===== src/rtl/riscv_pkg.sv =====
// Shared definitions for the multi-cycle RV32I control path: opcodes,
// controller states, datapath mux encodings and instruction class indices.
package riscv_pkg;

   localparam logic [6:0] OP_R      = 7'b0110011;
   localparam logic [6:0] OP_I_ALU  = 7'b0010011;
   localparam logic [6:0] OP_LOAD   = 7'b0000011;
   localparam logic [6:0] OP_STORE  = 7'b0100011;
   localparam logic [6:0] OP_BRANCH = 7'b1100011;
   localparam logic [6:0] OP_JAL    = 7'b1101111;
   localparam logic [6:0] OP_JALR   = 7'b1100111;
   localparam logic [6:0] OP_LUI    = 7'b0110111;
   localparam logic [6:0] OP_AUIPC  = 7'b0010111;

   typedef enum logic [2:0] {
      ST_FETCH  = 3'd0,
      ST_DECODE = 3'd1,
      ST_EXEC   = 3'd2,
      ST_MEM    = 3'd3,
      ST_WB     = 3'd4,
      ST_TRAP   = 3'd5
   } state_t;

   localparam logic [1:0] PC_SEL_PLUS4 = 2'b00;
   localparam logic [1:0] PC_SEL_IMM   = 2'b01;
   localparam logic [1:0] PC_SEL_ALU   = 2'b10;

   localparam logic [1:0] WB_SEL_ALU = 2'b00;
   localparam logic [1:0] WB_SEL_MDR = 2'b01;
   localparam logic [1:0] WB_SEL_PC4 = 2'b10;
   localparam logic [1:0] WB_SEL_IMM = 2'b11;

   localparam logic [1:0] ALU_OP_ADD   = 2'b00;
   localparam logic [1:0] ALU_OP_SUB   = 2'b01;
   localparam logic [1:0] ALU_OP_FUNCT = 2'b10;

   // Bit positions of the one-hot instruction class vector.
   localparam int CLS_W      = 9;
   localparam int CLS_R      = 0;
   localparam int CLS_I_ALU  = 1;
   localparam int CLS_LOAD   = 2;
   localparam int CLS_STORE  = 3;
   localparam int CLS_BRANCH = 4;
   localparam int CLS_JAL    = 5;
   localparam int CLS_JALR   = 6;
   localparam int CLS_LUI    = 7;
   localparam int CLS_AUIPC  = 8;

endpackage


===== src/rtl/mc_opcode_decode.sv =====
// Combinational opcode classifier: one-hot instruction class plus an
// illegal flag for any opcode the controller does not sequence.
module mc_opcode_decode
   import riscv_pkg::*;
(
   input  logic [6:0]       opcode,
   output logic [CLS_W-1:0] cls,
   output logic             illegal
);

   // Map each supported opcode to exactly one class bit.
   always_comb begin
      cls     = '0;
      illegal = 1'b0;
      case (opcode)
         OP_R:      cls[CLS_R]      = 1'b1;
         OP_I_ALU:  cls[CLS_I_ALU]  = 1'b1;
         OP_LOAD:   cls[CLS_LOAD]   = 1'b1;
         OP_STORE:  cls[CLS_STORE]  = 1'b1;
         OP_BRANCH: cls[CLS_BRANCH] = 1'b1;
         OP_JAL:    cls[CLS_JAL]    = 1'b1;
         OP_JALR:   cls[CLS_JALR]   = 1'b1;
         OP_LUI:    cls[CLS_LUI]    = 1'b1;
         OP_AUIPC:  cls[CLS_AUIPC]  = 1'b1;
         default:   illegal         = 1'b1;
      endcase
   end

endmodule


===== src/rtl/multicycle_controller.sv =====
// Multi-cycle RV32I sequencer: drives datapath enables and mux selects,
// shares one memory port between fetch and data access, counts retired
// instructions and traps on illegal opcodes or a stalled memory.
// Control outputs are decoded from the current state (and mem_ready /
// take_branch where a same-cycle response is needed) and are forced low
// while reset is asserted so an in-flight request drops immediately.
module multicycle_controller
   import riscv_pkg::*;
#(
   parameter int MEM_TIMEOUT = 255,
   parameter int CNT_W       = 32
) (
   input  logic             clk,
   input  logic             reset,
   input  logic [6:0]       opcode,
   input  logic             take_branch,
   input  logic             mem_ready,
   output logic             mem_req,
   output logic             mem_we,
   output logic             mem_addr_sel,
   output logic             ir_write,
   output logic             mdr_write,
   output logic             pc_write,
   output logic [1:0]       pc_sel,
   output logic             alu_src_a,
   output logic             alu_src_b,
   output logic [1:0]       alu_op,
   output logic             reg_write,
   output logic [1:0]       wb_sel,
   output logic             illegal,
   output logic             bus_err,
   output logic [CNT_W-1:0] instret
);

   localparam int WD_W = (MEM_TIMEOUT < 1) ? 1 : $clog2(MEM_TIMEOUT + 1);

   state_t             state_q, state_d;
   logic [CNT_W-1:0]   instret_q, instret_d;
   logic [WD_W-1:0]    wait_cnt_q, wait_cnt_d;
   logic               illegal_q, illegal_d;
   logic               bus_err_q, bus_err_d;
   logic [CLS_W-1:0]   cls;
   logic               dec_illegal;
   logic               wd_hit;
   logic               waiting;

   mc_opcode_decode u_decode (
      .opcode  (opcode),
      .cls     (cls),
      .illegal (dec_illegal)
   );

   // Next-state, datapath controls, retire and watchdog bookkeeping.
   always_comb begin
      state_d      = state_q;
      instret_d    = instret_q;
      illegal_d    = illegal_q;
      bus_err_d    = bus_err_q;
      wait_cnt_d   = wait_cnt_q;
      mem_req      = 1'b0;
      mem_we       = 1'b0;
      mem_addr_sel = 1'b0;
      ir_write     = 1'b0;
      mdr_write    = 1'b0;
      pc_write     = 1'b0;
      pc_sel       = PC_SEL_PLUS4;
      alu_src_a    = 1'b0;
      alu_src_b    = 1'b0;
      alu_op       = ALU_OP_ADD;
      reg_write    = 1'b0;
      wb_sel       = WB_SEL_ALU;

      // Watchdog fires once the counter has reached the limit and memory is still not ready.
      wd_hit = (MEM_TIMEOUT != 0) && (wait_cnt_q == WD_W'(MEM_TIMEOUT)) && !mem_ready;

      // ALU setup is kept through MEM and WB so the address/result stays stable.
      if (state_q == ST_EXEC || state_q == ST_MEM || state_q == ST_WB) begin
         if (cls[CLS_R]) begin
            alu_op = ALU_OP_FUNCT;
         end else if (cls[CLS_I_ALU]) begin
            alu_src_b = 1'b1;
            alu_op    = ALU_OP_FUNCT;
         end else if (cls[CLS_LOAD] || cls[CLS_STORE] || cls[CLS_JALR]) begin
            alu_src_b = 1'b1;
         end else if (cls[CLS_AUIPC]) begin
            alu_src_a = 1'b1;
            alu_src_b = 1'b1;
         end else if (cls[CLS_BRANCH]) begin
            alu_op = ALU_OP_SUB;
         end
      end

      case (state_q)
         ST_FETCH: begin
            mem_req = 1'b1;
            if (mem_ready) begin
               ir_write = 1'b1;
               state_d  = ST_DECODE;
            end else if (wd_hit) begin
               bus_err_d = 1'b1;
               state_d   = ST_TRAP;
            end
         end
         ST_DECODE: begin
            if (dec_illegal) begin
               illegal_d = 1'b1;
               state_d   = ST_TRAP;
            end else begin
               state_d = ST_EXEC;
            end
         end
         ST_EXEC: begin
            if (cls[CLS_BRANCH]) begin
               pc_write  = 1'b1;
               pc_sel    = take_branch ? PC_SEL_IMM : PC_SEL_PLUS4;
               instret_d = instret_q + CNT_W'(1);
               state_d   = ST_FETCH;
            end else if (cls[CLS_LOAD] || cls[CLS_STORE]) begin
               state_d = ST_MEM;
            end else begin
               state_d = ST_WB;
            end
         end
         ST_MEM: begin
            mem_req      = 1'b1;
            mem_addr_sel = 1'b1;
            mem_we       = cls[CLS_STORE];
            if (mem_ready) begin
               if (cls[CLS_STORE]) begin
                  pc_write  = 1'b1;
                  instret_d = instret_q + CNT_W'(1);
                  state_d   = ST_FETCH;
               end else begin
                  mdr_write = 1'b1;
                  state_d   = ST_WB;
               end
            end else if (wd_hit) begin
               bus_err_d = 1'b1;
               state_d   = ST_TRAP;
            end
         end
         ST_WB: begin
            reg_write = 1'b1;
            pc_write  = 1'b1;
            if (cls[CLS_LOAD]) begin
               wb_sel = WB_SEL_MDR;
            end else if (cls[CLS_JAL] || cls[CLS_JALR]) begin
               wb_sel = WB_SEL_PC4;
            end else if (cls[CLS_LUI]) begin
               wb_sel = WB_SEL_IMM;
            end
            if (cls[CLS_JAL]) begin
               pc_sel = PC_SEL_IMM;
            end else if (cls[CLS_JALR]) begin
               pc_sel = PC_SEL_ALU;
            end
            instret_d = instret_q + CNT_W'(1);
            state_d   = ST_FETCH;
         end
         ST_TRAP: begin
            state_d = ST_TRAP;
         end
         default: begin
            state_d = ST_FETCH;
         end
      endcase

      // Wait counter tracks consecutive stalled request cycles within one state.
      waiting = (state_q == ST_FETCH || state_q == ST_MEM) && !mem_ready;
      if (state_d != state_q || mem_ready) begin
         wait_cnt_d = '0;
      end else if (waiting) begin
         wait_cnt_d = wait_cnt_q + WD_W'(1);
      end

      // Reset abandons any request in the same cycle.
      if (reset) begin
         mem_req      = 1'b0;
         mem_we       = 1'b0;
         mem_addr_sel = 1'b0;
         ir_write     = 1'b0;
         mdr_write    = 1'b0;
         pc_write     = 1'b0;
         pc_sel       = 2'b00;
         alu_src_a    = 1'b0;
         alu_src_b    = 1'b0;
         alu_op       = 2'b00;
         reg_write    = 1'b0;
         wb_sel       = 2'b00;
      end
   end

   assign illegal = illegal_q & ~reset;
   assign bus_err = bus_err_q & ~reset;
   assign instret = reset ? '0 : instret_q;

   // State, sticky flags and counters.
   always_ff @(posedge clk) begin
      if (reset) begin
         state_q    <= ST_FETCH;
         instret_q  <= '0;
         wait_cnt_q <= '0;
         illegal_q  <= 1'b0;
         bus_err_q  <= 1'b0;
      end else begin
         state_q    <= state_d;
         instret_q  <= instret_d;
         wait_cnt_q <= wait_cnt_d;
         illegal_q  <= illegal_d;
         bus_err_q  <= bus_err_d;
      end
   end

endmodule


===== config.mk =====
export PLATFORM = sky130hd
export DESIGN_NAME = multicycle_controller
export DESIGN_NICKNAME = d
export VERILOG_FILES = /design/src/rtl/riscv_pkg.sv /design/src/rtl/mc_opcode_decode.sv /design/src/rtl/multicycle_controller.sv
export SDC_FILE = /design/constraint.sdc
export NUM_CORES = 1
export LEC_CHECK = 0
export ABC_AREA = 0
export ABC_CLOCK_PERIOD_IN_PS = 3020
export CAP_MARGIN = 20
export CORE_MARGIN = 2
export CORE_UTILIZATION = 33
export DETAILED_ROUTE_END_ITERATION = 10
export PLACE_DENSITY = 0.56
export SYNTH_ARGS = -nofsm -noshare
export SYNTH_HDL_FRONTEND = slang
export SYNTH_SLANG_ARGS = --single-unit

===== constraint.sdc =====
create_clock -name clk -period 3.02 [get_ports clk]
set_input_delay 0.755 -clock clk [delete_from_list [all_inputs] [get_ports clk]]
set_output_delay 0.755 -clock clk [all_outputs]
set_load 0.05 [all_outputs]

==> summary.md, run 1 <==
| Metric | Value |
|---|---|
| Largest net degree at the start of global routing | 42 |
| Clock Skew | 0.00676 ns |
| Max Fclk | 339 MHz |
| Post-synth cell types | 53 |
| Remaining DRCs | 0 |
| Crit path largest cell delay | 0.43 ns |
| Initial core utilization | 0.343 |
| Met2 Use GR | 0.301 |
| Placed cell count | 532 |
| Mean area per synthesized cell | 7.99 um2 |
| Final worst path period need | 2.95 ns |
| Setup Viol. Count Final | 0 |
| DP Wirelength | 5.63 mm |
| Worst min-delay path class | reg2reg |
| CP arrival | 2.20 ns |
| Fraction of registers with async set/reset | 0 |
| Simple-Gate Fraction of Synth Area | 0.337 |
| Ys Warns | 0 |
| Worst-case clock buffer depth | 2 |
| Diodes inserted | 0 |
| Setup TNS | 0 ns |
| Initial antenna violation count | 0 |
| Cell Area, Synth | 0.00283 mm2 |
| Slowest CP cell | or4_4 |
| DP Area | 0.00423 mm2 |
| Fin worst setup slack | 0.0675 ns |
| DR WL/cell | 14.1 um |
| Buf/Inv on CP | 2 |
| Mapped Cells | 354 |
| Layout cells sized above 1 | 0.297 |
| Area share of the largest cell type after synthesis | 0.318 |
| Chip Height | 96.6 um |
| Dpl ws | -0.328 ns |
| Crit Path Class | in2out |
| Number of top-level pins | 60 |
| Peak supply drop | 0.000187 V |
| Flop and latch count out of synthesis | 45 |
| RD Place Congestion | 0.839 |
| CTS clk-pin slew, worst paths | 0.09 ns |
| Net count, final | 450 |
| Fin area | 0.00438 mm2 |
| Worst-Skew Late Latency | 0.30 ns |
| Die W | 96.6 um |
| Layout area overhead | 55.0% |
| Antenna Violating Nets Remaining | 0 |
| R2R Setup Slk | 0.70 ns |
| Grt peak-use layer | met2 |
| Top-count cell post-synth | nor2_1 |
| Top delay family on crit path | simple AND/OR/NAND/NOR gates |
| Fin util | 0.531 |
| Worst-Margin Slew | 0.565 ns |
| Layout Cells excl Fill | 543 |
| Leakage | 1.52 nW |
| CTS tree | done |
| Top post-synthesis cells by count | 48 x nor2_1, 45 x dfxtp_1, 31 x nor2b_1 |
| Mux share of post-synthesis cell area | 0.0314 |
| First drt pass iteration count | 6 |
| Initial DRC count | 105 |
| Gr usage total | 0.174 |
| Crit Path Max Fanout | 2 |
| Synth Area in Adders | 0.00885 |
| Clock root buffer master | clkbuf_8 |
| Cell taking the most area after synthesis | dfxtp_1 |
| Crit end category | output port |
| Vias in the first global route | 2728 |
| Detailed Route WL | 7.65 mm |
| Clock sinks | 45 |
| Via count | 2800 |
| Pins Over Slew Limit | 0 |
| Die area | 0.00933 mm2 |
| Startpoint types | primary input |
| Synth Area in Compound Gates | 0.158 |
| Main combinational cell family by area after synthesis | simple AND/OR/NAND/NOR gates |
| Main synth FF type | dfxtp_1 |
| Max-cap violations | 0 |
| Grt ovf | 0 |
| Post-synth EDFFs | 0 |
| First-pass GRT wire length | 12.8 mm |
| CP cell instances | dlygate4sd2_1 > nand4bb_1 > or2_4 > or4_4 > a21oi_4 > buf_12 |
| Post-Syn Nets | 367 |
| CTS H-tree lvls | 2 |
| Worst path required time | 2.26 ns |
| Final hold vios | 0 |
| Via density | 5.16 |
| RSZ-0062 raised after global routing | false |
| CTS Buf Count | 5 |
| Post-Synth XOR/XNOR Area | 0.0991 |
| Synth area leaders | dfxtp_1 32%, xnor2_1 8.0%, nor2b_1 6.9%, nor2_1 6.4%, a2111oi_2 3.2% |
| Met3 usage | 0.0279 |
| Core area | 0.00826 mm2 |
| Port bufs | 59 |
| Slew HR | 0.614 |
| Final worst-path cycle share | 0.978 |
| Power Dens Cells | 294 mW/mm2 |
| Seq/Total Area, Yosys | 0.318 |
| Tot Pwr | 1.29 mW |
| Rows | 33 |
| Filler cells | 763 |
| Met1 usage | 0.223 |
| Post-CTS Hold Buffers | 0 |
| Status | complete, no violations |
| Hold WS | 0.492 ns |
[final timing paths]
kind,start,end,cells past startpoint
hold / removal,bus_err_q$_SDFFE_PP0P_,bus_err_q$_SDFFE_PP0P_,2
hold reg to reg,bus_err_q$_SDFFE_PP0P_,bus_err_q$_SDFFE_PP0P_,2
setup / recovery,opcode[2],pc_sel[0],6
setup reg to reg,state_q[0]$_SDFF_PP0_,instret_q[11]$_SDFFE_PP0P_,7
[cells in the final DEF, fill, tap and decap left out, drive strengths merged, types with 9 or more instances in the layout]
cell type	count
dfxtp	45
nor3	17
inv	11
nand4	11
a2111oi	11
buf	90
nand2	21
a21oi	15
nor2b	31
nor2	48
nand3	17
xnor2	26
a211oi	9
[logic make-up after synthesis]
group	count (synthesis)
adders and majority gates	2
muxes	8
xor gates and xnor gates	32
DFF	45
AOI/OAI and AO/OA	54
and+or+nand+nor	179
buffers and inverters	34
[worst register-to-register path, cell delays in order (launching register included)]
cell and delay (ns):
dfxtp_1 0.45, nand3b_1 0.12, a2111o_1 0.47, buf_4 0.18, buf_4 0.18, a2111oi_0 0.57
xnor2_1 0.18, nor2_1 0.05
[layer usage]
layer  part of all wire  routed length [um]
met3              0.053                 403
met1               0.45                3440
met4              0.011                  87
met5                  0                   0
met2               0.49                3720
[area by class of cell]
class	instances	area, um2	share of cell area
Multi-Input combinational cell	275	1890	0.432
Timing Repair Buffer	99	1300	0.296
Sequential cell	45	901	0.205
Tap cell	105	131	0.0300
Clock buffer	6	82.6	0.0188
Inverter	11	41.3	0.00942
Clock inverter	2	37.5	0.00856
[report_power, final]
group / switching (mW) / total (mW) / internal, mW
clock: 0.214 / 0.483 / 0.269
sequential: 0.00707 / 0.607 / 0.599
combinational: 0.122 / 0.201 / 0.0790
total: 0.343 / 1.29 / 0.948
[flip-flops by register name, summed over array words and instances, names as in the netlist]
register / flops
state_q: 3
illegal_q: 1
bus_err_q: 1
wait_cnt_q: 8
instret_q: 32
[what timing repair did]
action / in CTS / in global routing
pin swaps: 7 / 3
endpoints found under the setup margin: 8 / 1
resized for setup: 11 / 1
setup buffers: 4 / 0
Power figures use the tool's default switching activity.
==> inputs of run 2 (changes only) <==
--- a/config.mk
+++ b/config.mk
@@ -14,4 +14,5 @@
 export PLACE_DENSITY = 0.56
 export SYNTH_ARGS = -nofsm -noshare
 export SYNTH_HDL_FRONTEND = slang
+export SYNTH_HIERARCHICAL = 1
 export SYNTH_SLANG_ARGS = --single-unit
==> run 2 against run 1 <==
Compared with the run above: the flow now finishes with violations (setup timing); sequential cell count unchanged; global-route usage down 1.3 points; clock-buffer cell count unchanged; worst setup slack worse by 0.070 ns; design area down 8.6%; sequential share of layout area up 1.9 points; maximum frequency down 2.3%; sequential power up 0.7%; utilization down 3.8 points; total power down 9.4%; synthesized cell count down 2.8%; critical path depth up 2; critical endpoint is now alu_op[0]; highest routed layer unchanged.
==> summary.md, run 2 <==
| Metric | Value |
|---|---|
| Worst min-delay path class | reg2reg |
| Crit Path Max Fanout | 3 |
| Dpl ws | -0.350 ns |
| Initial DRC count | 88 |
| Worst-Margin Slew | 0.481 ns |
| Antenna Violating Nets Remaining | 0 |
| CTS tree | done |
| Power Dens Cells | 292 mW/mm2 |
| Final worst path period need | 3.02 ns |
| Net count, final | 436 |
| CP cell instances | dlygate4sd2_1 > nand4bb_4 > buf_4 > nor4_2 > or2_4 > nor4_4 > and3_4 > buf_12 |
| Die area | 0.00908 mm2 |
| Largest regs | instret_q x32, wait_cnt_q x8, state_q x3 |
| Worst path required time | 2.26 ns |
| CTS clk-pin slew, worst paths | 0.08 ns |
| Post-synth cell types | 50 |
| Vias in the first global route | 2418 |
| Diodes inserted | 0 |
| Initial antenna violation count | 0 |
| Remaining DRCs | 0 |
| Chip Height | 95.3 um |
| RD Place Congestion | 0.891 |
| Via count | 2662 |
| Via density | 5.03 |
| Fraction of registers with async set/reset | 0 |
| Max reg flops | 32 |
| Status | complete, but fails checks |
| Most frequent cells in the layout | 60 x buf_4, 45 x dfxtp_1, 40 x nor2_1 |
| Cell taking the most area after synthesis | dfxtp_1 |
| Main synth FF type | dfxtp_1 |
| FF-to-FF path depth | 5 |
| Flop and latch count out of synthesis | 45 |
| Core area | 0.00813 mm2 |
| Die W | 95.3 um |
| Detailed Route WL | 7.06 mm |
| Leakage | 1.50 nW |
| Layout cells sized above 1 | 0.292 |
| Slew HR | 0.679 |
| Rows | 33 |
| Worst-Skew Late Latency | 0.30 ns |
| Port bufs | 59 |
| CTS H-tree lvls | 2 |
| Mapped Cells | 344 |
| Hold path cells | 2 |
| Buf/Inv on CP | 3 |
| DP Wirelength | 5.13 mm |
| Max-cap violations | 0 |
| Top post-synthesis cells by count | 45 x dfxtp_1, 42 x nor2_1, 37 x nor2b_1 |
| CTS Buf Count | 5 |
| RSZ-0062 raised after global routing | true |
| Final hold vios | 0 |
| Number of top-level pins | 60 |
| Pins Over Slew Limit | 0 |
| Crit Path Class | in2out |
| Ys Warns | 6 |
| Failing checks | setup timing |
| Final worst-path cycle share | 1.00 |
| Fin worst setup slack | -0.00268 ns |
| Crit end category | output port |
| Hold WS | 0.493 ns |
| DR WL/cell | 13.3 um |
| Post-Syn Nets | 357 |
| Commonest non-fill, non-tap cell in the layout | buf_4 |
| CP arrival | 2.27 ns |
| Gr usage total | 0.161 |
| Slowest CP cell | dlygate4sd2_1 |
| Critical Path Stages | 8 |
| Clock root buffer master | clkbuf_8 |
| Synth area leaders | dfxtp_1 33%, nor2b_1 8.4%, xnor2_1 7.0%, nor2_1 5.7%, nor3_1 4.5% |
| Largest net degree at the start of global routing | 30 |
| Startpoint types | primary input |
| Post-synth EDFFs | 0 |
| First drt pass iteration count | 4 |
| Setup Viol. Count Final | 1 |
| Mean area per synthesized cell | 8.00 um2 |
| Top delay family on crit path | simple AND/OR/NAND/NOR gates |
| Seq/Total Area, Yosys | 0.327 |
| Filler cells | 784 |
| Most flop-heavy register | instret_q |
| Initial core utilization | 0.338 |
| Cell Area, Synth | 0.00275 mm2 |
| Crit path largest cell delay | 0.27 ns |
| Worst-case clock buffer depth | 2 |
| Tot Pwr | 1.17 mW |
| Layout area overhead | 45.6% |
| Post-CTS Hold Buffers | 0 |
| Max Fclk | 331 MHz |
| Area share of the largest cell type after synthesis | 0.327 |
| Clock sinks | 45 |
| Top-count cell post-synth | dfxtp_1 |
| First-pass GRT wire length | 11.7 mm |
| Peak supply drop | 0.000331 V |
| Clock Skew | 0.00618 ns |
| Grt ovf | 0 |
run 2: cell types whose count changed after synthesis, moves of 6 or more:
cell and delta:
nor3b_1 +6, a21oi_1 -9, nor4b_1 +6, a211oi_1 -8
inv_1 -7, nor4_1 +7, nor2b_1 +6, nand3_1 -9
nor2_1 -6, a2111oi_2 -6, nor3_1 +8
run 2: final cells by class:
type	count	area [um2]	area share
timing repair buffer	93	976	0.244
clock buffer	6	72.6	0.0181
multi-input combinational	274	1900	0.474
tap	105	131	0.0328
sequential	45	901	0.225
inverter	4	15.0	0.00375
clock inverter	2	10.0	0.00250
run 2: per-layer routing:
layer  up-vias  part of all wire  global-route usage
met1      1240              0.48               0.227
met5         -                 0                   0
li1       1364                 -                   -
met2        54              0.47               0.246
met4         0            0.0093              0.0519
met3         4             0.041              0.0316
run 2: worst reg2reg max path: stages, from the launching register on:
cell and delay [ns]:
dfxtp_1 0.63, and2b_1 0.29, a211oi_4 0.11, or3b_1 0.45, nor3b_1 0.26, mux2_2 0.36
run 2: path summary, 6_finish.rpt:
| check | startpoint | end | slack, ns |
|---|---|---|---|
| hold / removal | illegal_q$_SDFFE_PP0P_ | illegal_q$_SDFFE_PP0P_ | 0.49 |
| setup reg to reg | state_q[1]$_SDFF_PP0_ | instret_q[27]$_SDFFE_PP0P_ | 0.82 |
| setup / recovery | opcode[1] | alu_op[0] | -0.003 |
| hold reg to reg | illegal_q$_SDFFE_PP0P_ | illegal_q$_SDFFE_PP0P_ | 0.49 |
run 2: report_power, final:
| group | total [mW] | leakage (nW) | switching (mW) | internal, mW |
|---|---|---|---|---|
| logic | 0.195 | 1.09 | 0.117 | 0.0778 |
| registers | 0.611 | 0.363 | 0.0100 | 0.601 |
| clock network | 0.363 | 0.0450 | 0.203 | 0.161 |
run 2: cell families (layout without fill, tap and decap cells):
kind of cell / after synthesis / after routing / synth area share
simple gates: 208 / 208 / 0.439
mux: 7 / 7 / 0.0277
compound gates: 27 / 27 / 0.0646
fa+ha+maj: 2 / 2 / 0.00909
flops: 45 / 45 / 0.327
xor+xnor: 30 / 30 / 0.0955
buf+inv: 25 / 105 / 0.0364
run 2: metrics by stage:
step                      setup TNS, ns  instances  instance area, um2  utilization
after global routing             -0.139        529                4010        0.493
after floorplan                 -0.0574        344                2790            -
after CTS                             0        526                3950        0.485
after global placement            -6.35        519                3800        0.467
final                          -0.00268        529                4010        0.493
after detailed placement          -8.65        519                3800        0.467
run 2: timing repair:
item	in CTS	in global routing
pin swaps	8	4
gates resized for setup	22	8
hold endpoints to repair	0	0
endpoints found under the setup margin	14	7
buffers inserted	1	3
